**src/rtl/comb_ctrl_pkg.sv**
```systemverilog
// Shared definitions for the comb filter sequencer: state encoding,
// control-register bit positions and readback layout.
package comb_ctrl_pkg;

  typedef enum logic [1:0] {
    ST_IDLE   = 2'd0,
    ST_FLUSH  = 2'd1,
    ST_SETTLE = 2'd2,
    ST_RUN    = 2'd3
  } state_t;

  localparam logic [6:0] DEFAULT_ADDR = 7'd40;

  // Control word fields
  localparam int EN_BIT      = 0;
  localparam int BYP_BIT     = 1;
  localparam int SETTLE_LSB  = 8;
  localparam int RESTART_BIT = 31;

  // Readback word fields (settle counter field assumes SETTLE_W <= 13)
  localparam int CFG_CNT_LSB   = 16;
  localparam int CFG_VALID_BIT = 29;
  localparam int CFG_STATE_LSB = 30;

endpackage

```
**src/rtl/comb_ctrl_if.sv**
```systemverilog
// Settings-bus write port: the bus driver is the master, register blocks
// listening on it are slaves.
interface comb_ctrl_if;
  logic [6:0]  serial_addr;
  logic [31:0] serial_data;
  logic        serial_strobe;

  modport master (output serial_addr, output serial_data, output serial_strobe);
  modport slave  (input  serial_addr, input  serial_data, input  serial_strobe);
endinterface

```
**src/rtl/comb_ctrl_setting_reg.sv**
```systemverilog
// Generic settings-bus register: captures the data word on a matching strobe
// and pulses `changed` for the cycle after each capture.
module comb_ctrl_setting_reg #(
  parameter logic [6:0]       ADDR     = 7'd0,
  parameter int               WIDTH    = 32,
  parameter logic [WIDTH-1:0] AT_RESET = '0
) (
  input  logic             clock,
  input  logic             reset,
  input  logic             strobe,
  input  logic [6:0]       addr,
  input  logic [WIDTH-1:0] data,
  output logic [WIDTH-1:0] out,
  output logic             changed
);

  logic hit;
  assign hit = strobe && (addr == ADDR);

  // NOTE: flops are written with <= so every register samples pre-edge values.
  always_ff @(posedge clock or posedge reset) begin
    if (reset) begin
      out     <= AT_RESET;
      changed <= 1'b0;
    end else begin
      changed <= hit;
      if (hit) out <= data;
    end
  end

endmodule

```
**src/rtl/comb_ctrl.sv**
```systemverilog
// Sequencer for one I/Q comb filter: flush the delay line, wait a settle
// interval, then flag the output valid. Bypass follows the register live.
module comb_ctrl
  import comb_ctrl_pkg::*;
#(
  parameter logic [6:0] ADDR       = DEFAULT_ADDR,
  parameter int         DELAY_LOG2 = 3,
  parameter int         SETTLE_W   = 8
) (
  input  logic         clock,
  input  logic         reset,
  comb_ctrl_if.slave   bus,
  output logic         filt_reset,
  output logic         filt_zero_in,
  output logic         bypass,
  output logic         out_valid,
  output logic [1:0]   state,
  output logic [31:0]  cfg_word
);

  localparam int FLUSH_LEN = 1 << DELAY_LOG2;
  localparam logic [SETTLE_W-1:0] FLUSH_LAST = SETTLE_W'(FLUSH_LEN - 1);
  localparam logic [31:0] WORD_AT_RESET = 32'(1) << BYP_BIT;

  logic [31:0]         word;
  logic                word_changed;
  logic                en;
  logic                byp;
  logic                restart;
  logic [SETTLE_W-1:0] settle_len;

  comb_ctrl_setting_reg #(
    .ADDR     (ADDR),
    .WIDTH    (32),
    .AT_RESET (WORD_AT_RESET)
  ) u_ctrl_reg (
    .clock   (clock),
    .reset   (reset),
    .strobe  (bus.serial_strobe),
    .addr    (bus.serial_addr),
    .data    (bus.serial_data),
    .out     (word),
    .changed (word_changed)
  );

  assign en         = word[EN_BIT];
  assign byp        = word[BYP_BIT];
  assign settle_len = word[SETTLE_LSB +: SETTLE_W];
  // Restart is only meaningful in the cycle right after it was written.
  assign restart    = word_changed && word[RESTART_BIT];

  logic unused_word;
  assign unused_word = ^{word[RESTART_BIT-1:SETTLE_LSB+SETTLE_W], word[SETTLE_LSB-1:BYP_BIT+1]};

  state_t              state_q, state_d;
  logic [SETTLE_W-1:0] cnt_q, cnt_d;
  logic                filt_reset_d, filt_zero_in_d, bypass_d, out_valid_d;

  // NOTE: every always_comb output gets a default first so no latch is inferred.
  always_comb begin
    state_d = state_q;
    cnt_d   = cnt_q;

    unique case (state_q)
      ST_IDLE: begin
        if (en) begin
          state_d = ST_FLUSH;
          cnt_d   = '0;
        end
      end
      ST_FLUSH: begin
        if (cnt_q == FLUSH_LAST) begin
          state_d = ST_SETTLE;
          cnt_d   = '0;
        end else begin
          cnt_d = cnt_q + SETTLE_W'(1);
        end
      end
      ST_SETTLE: begin
        // >= so a shortened settle_len ends SETTLE at once; saturate, never wrap
        if (cnt_q >= settle_len) begin
          state_d = ST_RUN;
        end else if (cnt_q != '1) begin
          cnt_d = cnt_q + SETTLE_W'(1);
        end
      end
      ST_RUN: ;
    endcase

    // Disable beats restart when both arrive in the same write.
    if (!en) begin
      state_d = ST_IDLE;
      cnt_d   = '0;
    end else if (restart && state_q != ST_IDLE) begin
      state_d = ST_FLUSH;
      cnt_d   = '0;
    end

    filt_reset_d   = (state_d == ST_IDLE);
    filt_zero_in_d = (state_d == ST_IDLE) || (state_d == ST_FLUSH);
    bypass_d       = (state_d == ST_IDLE) || byp;
    out_valid_d    = (state_d == ST_RUN);
  end

  always_ff @(posedge clock or posedge reset) begin
    if (reset) begin
      state_q      <= ST_IDLE;
      cnt_q        <= '0;
      filt_reset   <= 1'b1;
      filt_zero_in <= 1'b1;
      bypass       <= 1'b1;
      out_valid    <= 1'b0;
    end else begin
      state_q      <= state_d;
      cnt_q        <= cnt_d;
      filt_reset   <= filt_reset_d;
      filt_zero_in <= filt_zero_in_d;
      bypass       <= bypass_d;
      out_valid    <= out_valid_d;
    end
  end

  assign state = state_q;

  always_comb begin
    cfg_word                            = '0;
    cfg_word[EN_BIT]                    = en;
    cfg_word[BYP_BIT]                   = byp;
    cfg_word[SETTLE_LSB +: SETTLE_W]    = settle_len;
    cfg_word[CFG_CNT_LSB +: SETTLE_W]   = cnt_q;
    cfg_word[CFG_VALID_BIT]             = out_valid;
    cfg_word[CFG_STATE_LSB +: 2]        = state_q;
  end

endmodule

```
**src/flat_wrapper.sv**
```systemverilog
// flat-port wrapper written by rule: the top's interface ports become plain ports
module comb_ctrl_flat import comb_ctrl_pkg::*;
#(
  parameter logic [6:0] ADDR       = DEFAULT_ADDR,
  parameter int         DELAY_LOG2 = 3,
  parameter int         SETTLE_W   = 8
)
  (clock, reset, filt_reset, filt_zero_in, bypass, out_valid, state, cfg_word, bus_serial_addr, bus_serial_data, bus_serial_strobe);
  comb_ctrl_if bus_i ();
  input  logic clock;
  input  logic reset;
  output logic filt_reset;
  output logic filt_zero_in;
  output logic bypass;
  output logic out_valid;
  output logic [1:0] state;
  output logic [31:0] cfg_word;
  input wire logic [$bits(bus_i.serial_addr)-1:0] bus_serial_addr;
  input wire logic [$bits(bus_i.serial_data)-1:0] bus_serial_data;
  input wire logic [$bits(bus_i.serial_strobe)-1:0] bus_serial_strobe;
  assign bus_i.serial_addr = bus_serial_addr;
  assign bus_i.serial_data = bus_serial_data;
  assign bus_i.serial_strobe = bus_serial_strobe;
  comb_ctrl #(.ADDR(ADDR), .DELAY_LOG2(DELAY_LOG2), .SETTLE_W(SETTLE_W)) u_core (.clock(clock), .reset(reset), .bus(bus_i), .filt_reset(filt_reset), .filt_zero_in(filt_zero_in), .bypass(bypass), .out_valid(out_valid), .state(state), .cfg_word(cfg_word));
endmodule
```
**config.mk**
```make
export PLATFORM = sky130hd
export DESIGN_NAME = comb_ctrl_flat
export DESIGN_NICKNAME = d
export VERILOG_FILES = /design/src/rtl/comb_ctrl_pkg.sv /design/src/rtl/comb_ctrl_if.sv /design/src/rtl/comb_ctrl_setting_reg.sv /design/src/rtl/comb_ctrl.sv /design/src/flat_wrapper.sv
export SDC_FILE = /design/constraint.sdc
export NUM_CORES = 1
export LEC_CHECK = 0
export CELL_PAD_IN_SITES_DETAIL_PLACEMENT = 1
export CELL_PAD_IN_SITES_GLOBAL_PLACEMENT = 1
export CORE_MARGIN = 8
export CORE_UTILIZATION = 30
export CTS_BUF_LIST = sky130_fd_sc_hd__clkbuf_8
export CTS_CLUSTER_DIAMETER = 50
export DETAILED_ROUTE_END_ITERATION = 12
export GPL_ROUTABILITY_DRIVEN = 0
export HOLD_SLACK_MARGIN = 0.08
export PLACE_DENSITY = 0.85
export SYNTH_ARGS = -nofsm -noshare
export SYNTH_HDL_FRONTEND = slang
export SYNTH_SLANG_ARGS = --single-unit
```
**constraint.sdc**
```tcl
create_clock -name clock -period 2.6 [get_ports clock]
set_clock_uncertainty 0.2 [all_clocks]
set_input_delay 0.52 -clock clock [delete_from_list [all_inputs] [get_ports clock]]
set_output_delay 0.52 -clock clock [all_outputs]
set_load 0.1 [all_outputs]
```
# --- Word level (Yosys, flattened, before mapping) ---
# Index checks and enable logic that the tools add are counted.
word_totals:
  regBits: 47
  output_inout_bits: 38
  wordCells: 40
classes:
  add_sub_neg: 1
  order_cmp: 1
  eq_ne: 10
  mux: 11
  reduce_logical: 9
ops:
  columns: ["operator", "count"]
  rows:
  - ["$mux W8", 5]
  - ["$pmux W8 S3", 1]
  - ["$add A8 B1 Y8 const B", 1]
  - ["$eq A8 B3 Y1 const B", 1]
  - ["$ge A8 B8 Y1", 1]
  - ["$mux W2", 4]
  - ["$ne A8 B8 Y1 const B", 1]
  - ["$eq A7 B6 Y1 const B", 1]
  - ["$pmux W2 S3", 1]
  - ["$ne A5 B1 Y1 const B", 1]
  - ["$eq A2 B1 Y1 const B", 2]
  - ["$eq A2 B2 Y1 const B", 2]
  - ["$logic_not A2 Y1", 2]
  - ["$ne A4 B2 Y1 const B", 1]
  - ["$ne A4 B4 Y1 const B", 1]
  - ["$logic_and A1 B1 Y1", 3]
  - ["$reduce_and A3 Y1", 1]
  - ["$logic_or A1 B1 Y1", 2]
  - ["$reduce_bool A2 Y1", 1]

# --- Depth between registers and ports, before layout ---
# Gate-level depths: netlist of run 1.
depth:
  word_depth: 7
  depth_mapped: 8

# --- Cells and area by module ---
# A second synthesis of run 1 with hierarchy kept.
unflattened:
  cells_unflattened: 210
  area_unflattened_um2: 2577.5
modules_own_cells:
  columns: ["mod", "instances", "cells_per_inst", "area_each_um2", "seq_area_each_um2"]
  rows:
  - ["comb_ctrl_setting_reg", 1, 73, 1371.3, 827.0]
  - ["comb_ctrl", 1, 137, 1206.2, 354.1]

# --- Worst setup path before layout of run 1 ---
# No wires, ideal clock.
synth_path:
  path_type: "register to register"
  from: "reg u_core.cnt_q[2]"
  to: "reg u_core.cnt_q[6]"
  setup_time_ns: 0.165
  arrival_ns: 2.391
  path_slack_ns: -0.156
  stages_incl_launch_ff: 8
  n_path_buf: 0
  synth_period_minus_slack_ns: 2.756
  path_cell_list: "dfrtp_1 > ha_1 > a31oi_1 > nor2b_1 > o21a_1 > o311a_1 > o21ai_0 > o31ai_1"
synth_via:
  elab_chain_cells: 6
  elab_cells_between_ends: 13
  classes_between: "add/sub (1); order compare (1); eq/ne (4); mux (6); reduce/logical (1)"
synth_lines:
  columns: ["item", "line", "source"]
  rows:
  - ["start: declaration", "comb_ctrl.sv:56", "logic [SETTLE_W-1:0] cnt_q, cnt_d;"]
  - ["start signal: assignment", "comb_ctrl.sv:115", "cnt_q <= cnt_d;"]
  - ["$add A8 B1 Y8", "comb_ctrl.sv:76, comb_ctrl.sv:84", null]
  - ["$mux W8", "comb_ctrl.sv:83", "end else if (cnt_q != '1) begin"]
  - ["$mux W8", "comb_ctrl.sv:81", "if (cnt_q >= settle_len) begin"]
  - ["$pmux W8 S3", "comb_ctrl.sv:64", "unique case (state_q)"]
  - ["$mux W8", "comb_ctrl.sv:94", "end else if (restart && state_q != ST_IDLE) begin"]
  - ["$mux W8", "comb_ctrl.sv:91", "if (!en) begin"]
# Several ways; a longest one is shown, not always the timed one. The select of a mux whose other input is x is not followed.
# A chain may end at the register's enable or synchronous reset.

# --- Final worst setup path of run 1 ---
layout_path:
  from: "reg u_core.state_q[1], in the netlist u_core.state[1]"
  to: "reg u_core.cnt_q[6]"
layout_via:
  elab_chain_cells: 4
  elab_cells_between_ends: 12
  classes_between: "eq/ne (5); mux (3); reduce/logical (4)"
layout_lines:
  columns: ["item", "line", "source"]
  rows:
  - ["start: declaration", "comb_ctrl.sv:55", "state_t state_q, state_d;"]
  - ["start signal: assignment", "comb_ctrl.sv:114", "state_q <= state_d;"]
  - ["$eq A2 B2 Y1, or another cell as far along", "comb_ctrl.sv:64", null]
  - ["$pmux W8 S3 or $logic_and A1 B1 Y1 (tied branches)", "comb_ctrl.sv:64, comb_ctrl.sv:94", null]
  - ["$mux W8, or another cell as far along", "comb_ctrl.sv:94", null]
  - ["$mux W8 or $reduce_and A3 Y1 (tied branches)", null, null]
# Several ways; a longest one is shown, not always the timed one.

==> results.json, run 1 <==
{
  "outcome": "complete, no violations",
  "diodes": 0,
  "dp_hpwl_um": 3458,
  "switching_share_pct": 41.85,
  "tns_ps": 0,
  "cts_buffers": 3,
  "power.internal_mw": 0.6209,
  "pwr-share-clk_pct": 21.4,
  "dr.pass1.iters": 4,
  "multi_input_area_um2": 805.8,
  "clk_pin_slew_ps": 100,
  "ff2ff_path_depth": 8,
  "cts_root_buf": "clkbuf_8",
  "core_um2": 5439,
  "cp_cell_sequence": "inv_1 -> ha_1 -> nand3b_1 -> and2_1 -> o211ai_2 -> inv_2 -> nand3_1 -> o31ai_1",
  "slowest_stage": "dfrtp_2",
  "p_leak_nw": 0.9913,
  "hold_violations": 0,
  "start_kind": "flip-flop",
  "area_growth_pct": 24.66,
  "yosysUniqueCellTypes": 44,
  "irDropWorstVdd_mv": 0.3011,
  "cts_num_sinks": 26,
  "fin_nets": 283,
  "post_cts_resized": 0,
  "die_w_um": 90.59,
  "grt_pass1_wl_um": 7203,
  "synth_seq_cells": 26,
  "synth_flop_cell": "dfrtp_1",
  "hold_depth": 2,
  "drt-initial-drc-count": 100,
  "synthArstFlopShare_pct": 100.0,
  "p_per_area_nw_per_um2": 513.1,
  "cts_tree": "built",
  "drive_gt1_share_pct": 21.24,
  "grt.overflow.total": 0,
  "antenna_found_initial": 0,
  "required_ps": 2580,
  "via_per_inst": 4.758,
  "grt_max_degree": 27,
  "pin_count": 80,
  "period_share_pct": 90.33,
  "arrival_ps": 2330,
  "timing.hold.ws_ps": 280.8,
  "rsz0062_at_grt": "false",
  "cp.buffers_inverters": 2,
  "regArea_um2": 665.6,
  "synth_cells": 189,
  "yosysSeqAreaShare_pct": 39.28,
  "drc": 0,
  "combPwrFrac_pct": 36.8,
  "drtAntennaViolNets": 0,
  "seq_power_share_pct": 41.8,
  "period_needed_ps": 2349,
  "path_class": "reg2reg",
  "fp-row-count": 27,
  "clock_insertion_delay_worst_skew_ps": 270,
  "finalSetupViolCount": 0,
  "hold_class": "reg2reg",
  "slowest_delay_ps": 470,
  "grt_pass1_vias": 1516,
  "yosysWarnings": 0,
  "endpoint_kind": "flip-flop",
  "hold_buffers": 0,
  "syn_avg_cell_area_um2": 8.831,
  "io_buffers": 47,
  "synth_edf_count": 0,
  "max_cap_violations": 0,
  "die_y_um": 90.59,
  "cts_max_level": 1,
  "grt_util_all_layers_pct": 10.50,
  "initial_core_util_pct": 30.69,
  "cts_setup_buffers": 0,
  "crit_fanout": 7,
  "wl_per_cell_um": 14.38,
  "fmax_ghz": 0.4258,
  "via_count": 1418,
  "wl_um": 4286,
  "worstSetupPathDepth": 8,
  "power.switching_mw": 0.4468,
  "cp_top_family": "simple AND/OR/NAND/NOR gates",
  "num-fill-cells": 659,
  "die-area_um2": 8207,
  "synth_area_um2": 1669,
  "maxSlewViolCount": 0,
  "clk_path_buf_depth": 2
}
## registers in the layout (all words and copies together) (netlist names)
signal,count
u_core.out_valid,1
u_core.cnt_q,8
u_core.filt_zero_in,1
u_core.state,2
u_core.bypass,1
u_core.filt_reset,1
u_core.u_ctrl_reg.changed,1
u_core.u_ctrl_reg.out,11
## power groups by stage
stage,combinational (mW),clock [mW],sequential (mW)
after global placement,0.389,0,0.453
after detailed placement,0.394,0,0.455
after floorplan,0.320,0,0.478
after CTS,0.395,0.236,0.447
final,0.393,0.229,0.446
after global routing,0.411,0.254,0.450
## cell type report
type / instances / share of cell area, %
clock buffer: 3 / 1.984
clock inverter: 1 / 0.1804
inverter: 15 / 2.706
multi-input combinational: 132 / 38.73
sequential: 26 / 31.99
tap: 72 / 4.330
timing repair buffer: 49 / 20.08
## worst paths after layout
path | start | end | slack, ps
min | u_core.u_ctrl_reg.out[1] | u_core.u_ctrl_reg.out[1] | 280
min reg2reg | u_core.u_ctrl_reg.out[1] | u_core.u_ctrl_reg.out[1] | 280
max in group asynchronous | reset | u_core.filt_zero_in | 1480
min in group asynchronous | reset | u_core.cnt_q[1] | 410
max reg2reg | u_core.state[1] | u_core.cnt_q[6] | 250
max | u_core.state[1] | u_core.cnt_q[6] | 250
## Yosys cell counts (2+ instances only)
cell type / count / area share [%]
buf_4: 24 / 11
nand4_1: 4 / 1.5
inv_1: 13 / 2.9
o21ai_0: 18 / 5.4
ha_1: 14 / 10
dfstp_2: 4 / 6.3
o31ai_1: 2 / 0.90
dfrtp_1: 22 / 33
nand3b_1: 2 / 0.90
o21ai_1: 3 / 0.90
a21oi_1: 5 / 1.5
nor2_1: 8 / 1.8
nand2_1: 30 / 6.7
nand3_1: 5 / 1.5
and2_1: 3 / 1.1
a31oi_1: 2 / 0.75
nor2b_1: 3 / 1.1
## tightest hold or removal path: cells and delay by family, from the launching register on
kind,cells,cell delay [ps]
flip-flops,1,380
AND/OR/NAND/NOR,2,100
## cells by family (layout without fill, tap and decap cells)
family / Yosys count / count (layout) / synth area share [%]
fa+ha+maj: 14 / 14 / 10.49
simple gates: 65 / 65 / 19.57
flops: 26 / 26 / 39.28
compound gates: 42 / 42 / 15.74
buf+inv: 41 / 68 / 14.69
other cells: 1 / 11 / 0.2247
## cell usage in the layout, fill, tap and decap left out, types with 3 or more instances in the layout
master and n:
inv_1 14, o21ai_1 3, conb_1 11, a21oi_1 5, dfrtp_2 8, and2_1 3, clkbuf_8 3, dfstp_2 4
nand2_1 30, nor2_1 8, clkdlybuf4s50_1 20, dfrtp_1 14, o21ai_0 18, nand3_1 5, nand4_1 4, ha_1 14
nor2b_1 3, buf_4 29
## metrics by stage
stage	std cells	total power, mW	area [µm²]	setup slack, ps	util [%]
after floorplan	199	0.7984	1717	20.53	-
after global placement	294	0.8425	2036	361.0	37.43
after detailed placement	294	0.8483	2036	311.3	37.43
after CTS	298	1.079	2081	289.0	38.26
after global routing	298	1.115	2081	108.2	38.26
final	298	1.068	2081	251.3	38.26
## layer usage
layer  vias up  track usage (%)  wire length (µm)
li1        686                -                 -
met1       695            12.65              1898
met2        33            18.21              2187
met3         4            1.496               152
met4         0            4.161                48
met5         -                0                 0
Note: power is estimated with default switching activity, not from simulation.
==> inputs of run 2 (changes only) <==
Settings changed: CORE_MARGIN 8 to 4, SLEW_MARGIN set to 5.
==> run 2 against run 1 <==
Worst hold slack worse by 7.5 ps. Maximum frequency is 0.89% lower. First-iteration DRC count is 11% lower. Final cell count is 0.34% lower. Via count is 0.56% lower. Non-clock buffer count is 1 higher. Total power is 0.84% higher. Combinational power hardly changed.
==> results.json, run 2 (synthesis gave the netlist of run 1 again) <==
{
  "area_growth_pct": 24.96,
  "fp-row-count": 26,
  "utilization_pct": 39.82,
  "regArea_um2": 665.6,
  "die_y_um": 82.59,
  "cts_tree": "built",
  "dr_wl_met3_um": 237,
  "core_um2": 5238,
  "wl_um": 4230,
  "crit_fanout": 8,
  "grt.overflow.total": 0,
  "cts_root_buf": "clkbuf_8",
  "drive_gt1_share_pct": 21.59,
  "max_cap_violations": 0,
  "final_cell_mix": "nand2_1 (30), buf_4 (30), clkdlybuf4s50_1 (20), o21ai_0 (18)",
  "fin_nets": 284,
  "wl_met2_um": 2159,
  "p_per_area_nw_per_um2": 516.2,
  "initial_core_util_pct": 31.87,
  "cts_num_sinks": 26,
  "io_buffers": 47,
  "start_kind": "flip-flop",
  "clock_insertion_delay_worst_skew_ps": 270,
  "post_cts_resized": 0,
  "required_ps": 2540,
  "clk_pin_slew_ps": 100,
  "hold_violations": 0,
  "largest_reg_flops": 11,
  "wl_per_cell_um": 14.24,
  "fmax_ghz": 0.4220,
  "dr.pass1.iters": 4,
  "placed_cells": 293,
  "cts_buffers": 3,
  "hold_buffers": 0,
  "via_per_inst": 4.747,
  "hold_class": "reg2reg",
  "endpoint_kind": "flip-flop",
  "path_class": "reg2reg",
  "irDropWorstVdd_mv": 0.3054,
  "dp_hpwl_um": 3388,
  "period_share_pct": 91.14,
  "clk_path_buf_depth": 2,
  "grt_util_all_layers_pct": 13.18,
  "die-area_um2": 6821,
  "maxSlewViolCount": 0,
  "rsz0062_at_grt": "false",
  "num-fill-cells": 634,
  "antenna_found_initial": 0,
  "p_leak_nw": 0.9968,
  "die_w_um": 82.59,
  "top_layer_used": "met4",
  "drc": 0,
  "met1_length_um": 1808,
  "multi_input_area_um2": 805.8,
  "cts_max_level": 1,
  "via_count": 1410,
  "tns_ps": 0,
  "pin_count": 80,
  "period_needed_ps": 2370,
  "grt_pass1_vias": 1475,
  "top_register": "u_core.u_ctrl_reg.out",
  "outcome": "complete, no violations",
  "diodes": 0,
  "cts_setup_buffers": 0,
  "drt-initial-drc-count": 89,
  "grt_pass1_wl_um": 6837,
  "arrival_ps": 2310,
  "finalSetupViolCount": 0,
  "fin_cells": 297,
  "drtAntennaViolNets": 0,
  "grt_max_degree": 27
}
-- run 2: cell types whose count changed in the layout (fill, tap and decap cells not counted), sizes merged --
| cell | before | now |
|---|---|---|
| buf | 29 | 30 |
-- run 2: worst paths after layout --
path	cells past startpoint	start	end	slack, ps
setup / recovery	7	u_core.cnt_q[2]	u_core.cnt_q[5]	230
hold / removal	2	u_core.u_ctrl_reg.out[1]	u_core.u_ctrl_reg.out[1]	270
setup reg to reg	7	u_core.cnt_q[2]	u_core.cnt_q[5]	230
hold reg to reg	2	u_core.u_ctrl_reg.out[1]	u_core.u_ctrl_reg.out[1]	270
max in group asynchronous	3	reset	u_core.u_ctrl_reg.out[1]	1490
min in group asynchronous	3	reset	u_core.u_ctrl_reg.out[11]	400
-- run 2: layout make-up --
| type | instances | area share [%] |
|---|---|---|
| clock buffer | 3 | 1.980 |
| clock inverter | 1 | 0.1800 |
| inverter | 15 | 2.699 |
| multi-input combinational | 132 | 38.63 |
| sequential | 26 | 31.91 |
| tap | 70 | 4.199 |
| timing repair buffer | 50 | 20.40 |
-- run 2: critical path: stages (launching register included) --
cell	delay, ps
dfrtp_2	470
ha_1	310
a31oi_1	180
nor2b_1	70
o21a_1	190
o311a_1	440
o21ai_0	220
o21ai_0	150
-- run 2: routing by layer --
layer | up-vias | GRT usage, %
met3 | 2 | 2.820
li1 | 693 | -
met5 | - | 0
met4 | 0 | 3.595
met2 | 40 | 23.24
met1 | 675 | 16.14
-- run 2: stage by stage --
stage / hold slack, ps / power, mW / worst slack, ps / instance area, µm²
after floorplan: 246.7 / 0.7984 / 20.53 / 1717
after CTS: 281.1 / 1.087 / 216.8 / 2086
after detailed placement: 268.0 / 0.8494 / 234.8 / 2041
final: 273.3 / 1.077 / 230.3 / 2086
after global routing: 313.2 / 1.123 / 27.00 / 2086
after global placement: 258.7 / 0.8416 / 375.0 / 2041
-- run 2: power breakdown --
| part | internal (mW) | switching (mW) | total, mW |
|---|---|---|---|
| clock network | 0.106 | 0.131 | 0.237 |
| registers | 0.430 | 0.0158 | 0.446 |
| logic | 0.0848 | 0.309 | 0.394 |
| total | 0.621 | 0.456 | 1.08 |
==> inputs of run 3 (changes only) <==
Settings changed: CORE_UTILIZATION 30 to 32, PLACE_DENSITY 0.85 to 0.9.
Clock period 2.6 ns to 2.8 ns, I/O delays scaled along.
==> run 3 against run 2 <==
Sequential power fell by 7.2%. Worst setup slack better by 250 ps. Critical path depth unchanged. Critical endpoint is now u_core.cnt_q[6]. First-iteration DRC count shrank 37%. Sequential cell count stayed put. Sequential share of layout area is 0.21 points lower.
==> results.json, run 3 (synthesis gave the netlist of run 1 again) <==
{
  "cts_setup_buffers": 0,
  "clk_path_buf_depth": 2,
  "pin_count": 80,
  "cts_root_buf": "clkbuf_8",
  "die-area_um2": 6435,
  "outcome": "complete, no violations",
  "grt_max_degree": 27,
  "drc": 0,
  "period_needed_ps": 2317,
  "p_total_mw": 0.9901,
  "drt-initial-drc-count": 56,
  "crit_fanout": 8,
  "antenna_found_initial": 0,
  "fin_cells": 296,
  "post_cts_resized": 0,
  "endpoint_kind": "flip-flop",
  "cts_num_sinks": 26,
  "via_count": 1396,
  "dr.pass1.iters": 4,
  "area_growth_pct": 23.91,
  "final_common_cell": "nand2_1",
  "fmax_ghz": 0.4315,
  "drive_gt1_share_pct": 17.70,
  "largest_reg_flops": 11,
  "diodes": 0,
  "dp_hpwl_um": 3299,
  "final_cell_mix": "nand2_1 (30), buf_4 (29), dfrtp_1 (22), clkdlybuf4s50_1 (20), o21ai_0 (18)",
  "die_w_um": 80.22,
  "via_per_inst": 4.716,
  "finalSetupViolCount": 0,
  "fp-row-count": 26,
  "grt.overflow.total": 0,
  "placed_cells": 292,
  "max_cap_violations": 0,
  "path_class": "reg2reg",
  "hold_buffers": 0,
  "io_buffers": 47,
  "cts_max_level": 1,
  "top_register": "u_core.u_ctrl_reg.out",
  "met1_usage_pct": 16.50,
  "maxSlewViolCount": 0,
  "fin_nets": 283,
  "period_share_pct": 82.76,
  "wl_per_cell_um": 13.75,
  "drtAntennaViolNets": 0,
  "p_per_area_nw_per_um2": 478.7,
  "clk_pin_slew_ps": 90,
  "busiest_layer": "met2",
  "cts_tree": "built",
  "grt_util_all_layers_pct": 13.31,
  "required_ps": 2780,
  "wl_um": 4069,
  "irDropWorstVdd_mv": 0.2806,
  "grt_pass1_vias": 1502,
  "clock_insertion_delay_worst_skew_ps": 270,
  "rsz0062_at_grt": "false",
  "cts_buffers": 3,
  "core_um2": 5075,
  "die_y_um": 80.22,
  "tns_ps": 0,
  "grt_pass1_wl_um": 6872,
  "met3_usage_pct": 1.682,
  "start_kind": "flip-flop",
  "arrival_ps": 2300,
  "hold_violations": 0,
  "initial_core_util_pct": 32.89,
  "use_met2_pct": 24.01,
  "hold_class": "reg2reg",
  "p_leak_nw": 1.005
}
==> run 3: per-stage QoR <==
step / setup slack [ps] / cell area [µm²] / util [%] / hold WS (ps)
floorplan: 43.77 / 1707 / - / 246.7
global placement: 543.0 / 2023 / 39.87 / 261.9
detailed placement: 454.6 / 2023 / 39.87 / 264.3
CTS: 480.5 / 2068 / 40.75 / 278.0
finish: 482.7 / 2068 / 40.75 / 272.7
global route: 281.8 / 2068 / 40.75 / 300.7
==> run 3: layout make-up <==
type	count	area [µm²]
inverters	15	56.30
clock inverters	1	3.754
multi-input cells	132	805.8
repair buffers	49	417.9
flip-flops and latches	26	655.6
clock buffers	3	41.29
well taps	70	87.58
fillers	626	3007
==> run 3: per-layer routing <==
layer	up-vias	wire (µm)
li1	688	-
met1	672	1781
met2	32	2081
met3	4	158
met4	0	48
met5	-	0
==> run 3: path summary, 6_finish.rpt <==
kind	start	endpoint	slack, ps	depth (start not counted)
worst max-delay path	u_core.cnt_q[3]	u_core.cnt_q[6]	480	7
worst min-delay path	u_core.u_ctrl_reg.out[1]	u_core.u_ctrl_reg.out[1]	270	2
worst max register to register	u_core.cnt_q[3]	u_core.cnt_q[6]	480	7
min in group asynchronous	reset	u_core.u_ctrl_reg.out[11]	450	3
worst min register to register	u_core.u_ctrl_reg.out[1]	u_core.u_ctrl_reg.out[1]	270	2
max in group asynchronous	reset	u_core.filt_zero_in	1640	3
==> run 3: where the power goes <==
| group | internal [mW] | switching (mW) |
|---|---|---|
| Combinational | 0.0788 | 0.285 |
| Sequential | 0.400 | 0.0145 |
| Clock | 0.0982 | 0.114 |
| Total | 0.576 | 0.414 |
==> run 3: critical path: stages (launching register included) <==
cell,delay [ps]
dfrtp_1,490
ha_1,340
a21oi_1,130
a21oi_1,70
o21a_1,210
o21ai_0,290
nand3_1,210
o31ai_1,280
